<file path="src/rtl/wide_add_sequencer.sv">
// -----------------------------------------------------------------------------
// wide_add_sequencer
//
// Performs a W = N*K bit addition by walking K slices through an external
// N-bit ripple-carry adder, one slice per clock, least-significant slice first.
// The slice carry-out is registered and fed back as the next slice carry-in.
//
// Optional feature (compile-time macro WIDE_ADD_SUB_EN):
//   Adds input 'sub'. When sub=1 at an accepted start, ~b and a carry-in of 1
//   are latched instead of b and cin, so the sequence computes a - b.
//
// Ports:
//   clk       in   single clock, rising edge
//   rst       in   asynchronous active-high reset
//   start     in   request an addition (only honoured in IDLE)
//   sub       in   (WIDE_ADD_SUB_EN only) select subtraction
//   a, b      in   W-bit operands, latched on accepted start
//   cin       in   carry-in, latched on accepted start
//   busy      out  high while an operation is in RUN or DONE
//   done      out  one-cycle pulse: sum/cout are valid
//   sum       out  W-bit result register
//   cout      out  final carry-out register
//   add_a     out  N-bit slice operand A to the external adder
//   add_b     out  N-bit slice operand B to the external adder
//   add_cin   out  slice carry-in to the external adder
//   add_sum   in   N-bit slice sum from the external adder
//   add_cout  in   slice carry-out from the external adder
// -----------------------------------------------------------------------------
module wide_add_sequencer #(
  parameter int N = 8,
  parameter int K = 4
) (
  input  logic           clk,
  input  logic           rst,
  input  logic           start,
`ifdef WIDE_ADD_SUB_EN
  input  logic           sub,
`endif
  input  logic [N*K-1:0] a,
  input  logic [N*K-1:0] b,
  input  logic           cin,
  output logic           busy,
  output logic           done,
  output logic [N*K-1:0] sum,
  output logic           cout,
  output logic [N-1:0]   add_a,
  output logic [N-1:0]   add_b,
  output logic           add_cin,
  input  logic [N-1:0]   add_sum,
  input  logic           add_cout
);

  localparam int W     = N * K;
  localparam int IDX_W = (K > 1) ? $clog2(K) : 1;

  localparam logic [1:0] IDLE = 2'd0;
  localparam logic [1:0] RUN  = 2'd1;
  localparam logic [1:0] DONE = 2'd2;

  localparam logic [IDX_W-1:0] LAST_IDX = IDX_W'(K - 1);

  logic [1:0]       state_q, state_d;
  logic [IDX_W-1:0] idx_q,   idx_d;
  logic [W-1:0]     a_q,     a_d;
  logic [W-1:0]     b_q,     b_d;
  logic             cin_q,   cin_d;
  logic             carry_q, carry_d;
  logic [W-1:0]     sum_q,   sum_d;
  logic             cout_q,  cout_d;

  // Operand values as they are to be captured on an accepted start.
  logic [W-1:0]     b_in;
  logic             cin_in;

`ifdef WIDE_ADD_SUB_EN
  // Two's-complement subtraction: a - b = a + ~b + 1.
  assign b_in   = sub ? ~b   : b;
  assign cin_in = sub ? 1'b1 : cin;
`else
  assign b_in   = b;
  assign cin_in = cin;
`endif

  // ---------------------------------------------------------------------------
  // Next-state logic
  // ---------------------------------------------------------------------------
  always_comb begin
    // NOTE: every variable gets a default before any branch, so no path
    // through this block leaves a value unassigned and no latch is inferred.
    state_d = state_q;
    idx_d   = idx_q;
    a_d     = a_q;
    b_d     = b_q;
    cin_d   = cin_q;
    carry_d = carry_q;
    sum_d   = sum_q;
    cout_d  = cout_q;

    case (state_q)
      IDLE: begin
        if (start) begin
          a_d     = a;
          b_d     = b_in;
          cin_d   = cin_in;
          idx_d   = '0;
          state_d = RUN;
        end
      end

      RUN: begin
        for (int s = 0; s < K; s++) begin
          if (idx_q == IDX_W'(s)) sum_d[s*N +: N] = add_sum;
        end
        carry_d = add_cout;
        if (idx_q == LAST_IDX) begin
          // Index parks on the last slice rather than wrapping.
          cout_d  = add_cout;
          state_d = DONE;
        end else begin
          idx_d = idx_q + 1'b1;
        end
      end

      DONE:    state_d = IDLE;
      default: state_d = IDLE;
    endcase
  end

  // ---------------------------------------------------------------------------
  // State registers
  // ---------------------------------------------------------------------------
  // NOTE: operand and result registers are reset along with the control state
  // so that an aborted operation leaves no stale data visible on sum/cout.
  always_ff @(posedge clk or posedge rst) begin
    // NOTE: non-blocking assignments here so every flop samples the values
    // computed for this edge, independent of statement order.
    if (rst) begin
      state_q <= IDLE;
      idx_q   <= '0;
      a_q     <= '0;
      b_q     <= '0;
      cin_q   <= 1'b0;
      carry_q <= 1'b0;
      sum_q   <= '0;
      cout_q  <= 1'b0;
    end else begin
      state_q <= state_d;
      idx_q   <= idx_d;
      a_q     <= a_d;
      b_q     <= b_d;
      cin_q   <= cin_d;
      carry_q <= carry_d;
      sum_q   <= sum_d;
      cout_q  <= cout_d;
    end
  end

  // ---------------------------------------------------------------------------
  // External adder drive: slice mux during RUN, forced to zero otherwise.
  // ---------------------------------------------------------------------------
  always_comb begin
    add_a   = '0;
    add_b   = '0;
    add_cin = 1'b0;
    if (state_q == RUN) begin
      for (int s = 0; s < K; s++) begin
        if (idx_q == IDX_W'(s)) begin
          add_a = a_q[s*N +: N];
          add_b = b_q[s*N +: N];
        end
      end
      add_cin = (idx_q == '0) ? cin_q : carry_q;
    end
  end

  assign busy = (state_q == RUN) || (state_q == DONE);
  assign done = (state_q == DONE);
  assign sum  = sum_q;
  assign cout = cout_q;

endmodule

</file>
<file path="config.mk">
export PLATFORM = sky130hd
export DESIGN_NAME = wide_add_sequencer
export DESIGN_NICKNAME = d
export VERILOG_FILES = /design/src/rtl/wide_add_sequencer.sv
export SDC_FILE = /design/constraint.sdc
export NUM_CORES = 1
export LEC_CHECK = 0
export BUFFER_PORTS_ARGS = -buffer_cell sky130_fd_sc_hd__buf_2
export CELL_PAD_IN_SITES_DETAIL_PLACEMENT = 1
export CELL_PAD_IN_SITES_GLOBAL_PLACEMENT = 2
export CORE_UTILIZATION = 30
export CTS_CLUSTER_SIZE = 25
export DETAILED_ROUTE_END_ITERATION = 8
export PLACE_DENSITY_LB_ADDON = 0.1
export SLEW_MARGIN = 25
export SYNTH_ARGS = -nofsm -noshare
export SYNTH_HDL_FRONTEND = slang
export SYNTH_SLANG_ARGS = --single-unit
</file>
<file path="constraint.sdc">
create_clock -name clk -period 7.9 [get_ports clk]
set_input_delay 0.79 -clock clk [delete_from_list [all_inputs] [get_ports clk]]
set_output_delay 0.79 -clock clk [all_outputs]
set_load 0.05 [all_outputs]
</file>
==> metrics.md <==
| Metric | Value |
|---|---|
| Top cell type by total area after synthesis | `dfrtp_1` |
| Sink Count | `103` |
| Syn Area/Cell | `13.96 µm²` |
| Final Hold Fails | `0` |
| WP data arrival | `3010 ps` |
| Post-Syn Instances | `324` |
| Routed WL | `11720 µm` |
| DR pass1 iterations | `6` |
| CP startpoint | `idx_q[1]$_DFFE_PP0P_` |
| Post-synth EDFFs | `0` |
| Worst-path maximum fanout | `18` |
| RSZ-0062 raised after global routing | `false` |
| Pin count of the biggest net entering global routing | `53` |
| Synth Flop Type | `dfrtp_1` |
| Critical path type | `flip-flop to primary output` |
| Initial core utilization | `0.3090` |
| Gp weighted congestion | `0.7091` |
| Post-CTS sizing | `0` |
| Failing checks | `design-rule violations` |
| DP Wirelength | `8118 µm` |
| FF+latch count, synth | `103` |
| Outcome | `finished, violations left` |
| Detailed Route Iter0 Violations | `176` |
| Via/cell ratio | `4.873` |
| Hold Path Class | `flip-flop to flip-flop` |
| Vias | `3099` |
| Worst path cell trace | `inv_1 > ha_1 > nor2b_2 > a221oi_1 > o21ai_0 > buf_2` |
| Ys async rst share | `1.000` |
| Slew @ Worst Pin | `907.0 ps` |
| Buffers on Ports | `128` |
| CORE AREA | `0.01464 mm²` |
| Final #Nets | `531` |
| Die extent in x | `124.8 µm` |
| Layout cells sized above 1 | `0.5676` |
| Clk pin slew, worst setup/hold paths | `70 ps` |
| Max-slew violations | `0` |
| Period Utilization, post-route | `0.4812` |
| Mapped Area | `0.004524 mm²` |
| Achievable Freq | `263.0 MHz` |
| CTS root buf | `clkbuf_16` |
| Post-CTS setup buffer count | `0` |
| GRT overflow | `0` |
| Crit path max-delay family | `simple AND/OR/NAND/NOR gates` |
| Final Critical Period | `3802 ps` |
| Clock skew | `12.20 ps` |
| Vias in the first global route | `3292` |
| Tot GR Track Use | `0.1594` |
| DR WL/cell | `18.42 µm` |
| Synth unique cells | `27` |
| Area grow syn2layout | `22.18%` |
| Antenna Nets Post-Route | `0` |
| CP startpoint kind | `flip-flop` |
| Longest Clk Path Bufs | `2` |
| Max_cap viols | `0` |
| Max-slew headroom | `0.3926` |
| Net Count, Synth | `409` |
| Worst EP required | `7110 ps` |
| Initial antenna violation count | `3` |
| Min-delay src | `sum[21]$_DFFE_PP0P_` |
| Clk_lat worst skew | `350 ps` |
| CTS H-Tree Depth | `3` |
| Die H | `124.8 µm` |
| Top-area cell type share of the netlist area | `0.5697` |
| Die area | `0.01558 mm²` |
| CTS tree | `done` |
| Top post-synthesis cells by count | `dfrtp_1, mux2_2, o21ai_0, nand2_1, a221oi_1` |
| CP peak stage delay | `840 ps` |
| Cell Rows | `44` |
| Worst Path Buf+Inv | `2` |
| Synth warn | `0` |
| Register area share after synthesis | `0.5697` |
| Worst reg2reg startpoint | `state_q[0]$_DFFE_PP0P_` |
| First-pass GRT wire length | `18750 µm` |
| Synth top area cells | `dfrtp_1, mux2_2, o21ai_0` |
| TritonCTS Buffers | `9` |
| Hold-fix buffers at CTS | `0` |
| Final setup viols | `0` |
| DR DRC count | `32` |
| CP max stage cell | `nor2b_2` |
| Top Ports | `129` |
| Top-count cell post-synth | `dfrtp_1` |
| TNS Setup | `0 ps` |
| CP Capture Type | `primary output` |
==> per-layer routing <==
layer / wire length (µm) / GRT usage / vias to the layer above
li1: - / - / 1410
met1: 5074 / 0.2035 / 1600
met2: 5761 / 0.2541 / 77
met3: 756 / 0.06057 / 8
met4: 101 / 0.03704 / 4
met5: 22 / 0 / -
==> placed cells by master, fill, tap and decap left out, types with 2 or more instances in the layout <==
cell,synthesis,final
nor2b_2,1,2
a21oi_1,2,2
a221oi_1,14,14
nand2_1,17,16
a221oi_2,2,2
buf_4,1,3
nand2b_1,3,3
buf_2,5,128
o21ai_0,28,28
dfrtp_1,103,103
o21ai_1,6,6
ha_1,8,8
clkbuf_16,0,9
mux2_2,100,100
nor2_1,2,2
clkinv_2,0,2
clkinv_4,0,2
nand2_2,3,4
inv_1,5,4
==> cell families after synthesis <==
logic type	after synthesis	share of synthesized area
adder cells (fa/ha/maj)	8	0.02212
multiplexers	101	0.2511
buffers and inverters	26	0.04369
flip-flops	103	0.5697
AO/OA/AOI/OAI	55	0.07992
AND/OR/NAND/NOR	31	0.03347
==> flip-flops by register name, indices dropped and copies added (netlist names) <==
register  flops
b_q          32
idx_q         2
cin_q         1
cout          1
state_q       2
sum          32
carry_q       1
a_q          32
==> final cells by class <==
class                      count  area [µm²]
clock inverter                 6       46.29
sequential                   103        2577
clock buffer                  10       229.0
fill                        1617        9116
timing repair buffer         131       663.1
antenna                        1       2.502
tap                          184       230.2
multi-input combinational    195        1754
inverter                       6       25.02
==> metrics by stage <==
stage	cell area, µm²	cells	setup WS (ps)	hold slack [ps]	util
3_3_place_gp	5250	619	4543	482.5	0.3585
3_5_place_dp	5250	619	4519	487.8	0.3585
6_report	5528	636	4098	504.1	0.3775
5_1_grt	5525	635	3908	523.8	0.3773
2_1_floorplan	4524	324	4406	473.8	-
4_1_cts	5525	635	4115	507.0	0.3773
==> worst reg2reg max path, stage by stage, from the launching register on <==
cell and delay (ps):
dfrtp_1 370, inv_1 80, ha_1 270, nand2_2 600, buf_4 560, mux2_2 420
==> worst paths after layout <==
check / endpoint / slack, ps / cells after the start
setup / recovery: add_b[4] / 4100 / 6
hold / removal: sum[21]$_DFFE_PP0P_ / 500 / 1
setup reg to reg: b_q[14]$_DFFE_PP0P_ / 5480 / 5
hold reg to reg: sum[21]$_DFFE_PP0P_ / 500 / 1
max in group asynchronous: a_q[31]$_DFFE_PP0P_ / 6210 / 3
min in group asynchronous: state_q[0]$_DFFE_PP0P_ / 540 / 2
Power is left out: the tool's default activity adds up to more than one toggle a clock period on the data nets, which glitch-free logic cannot reach.
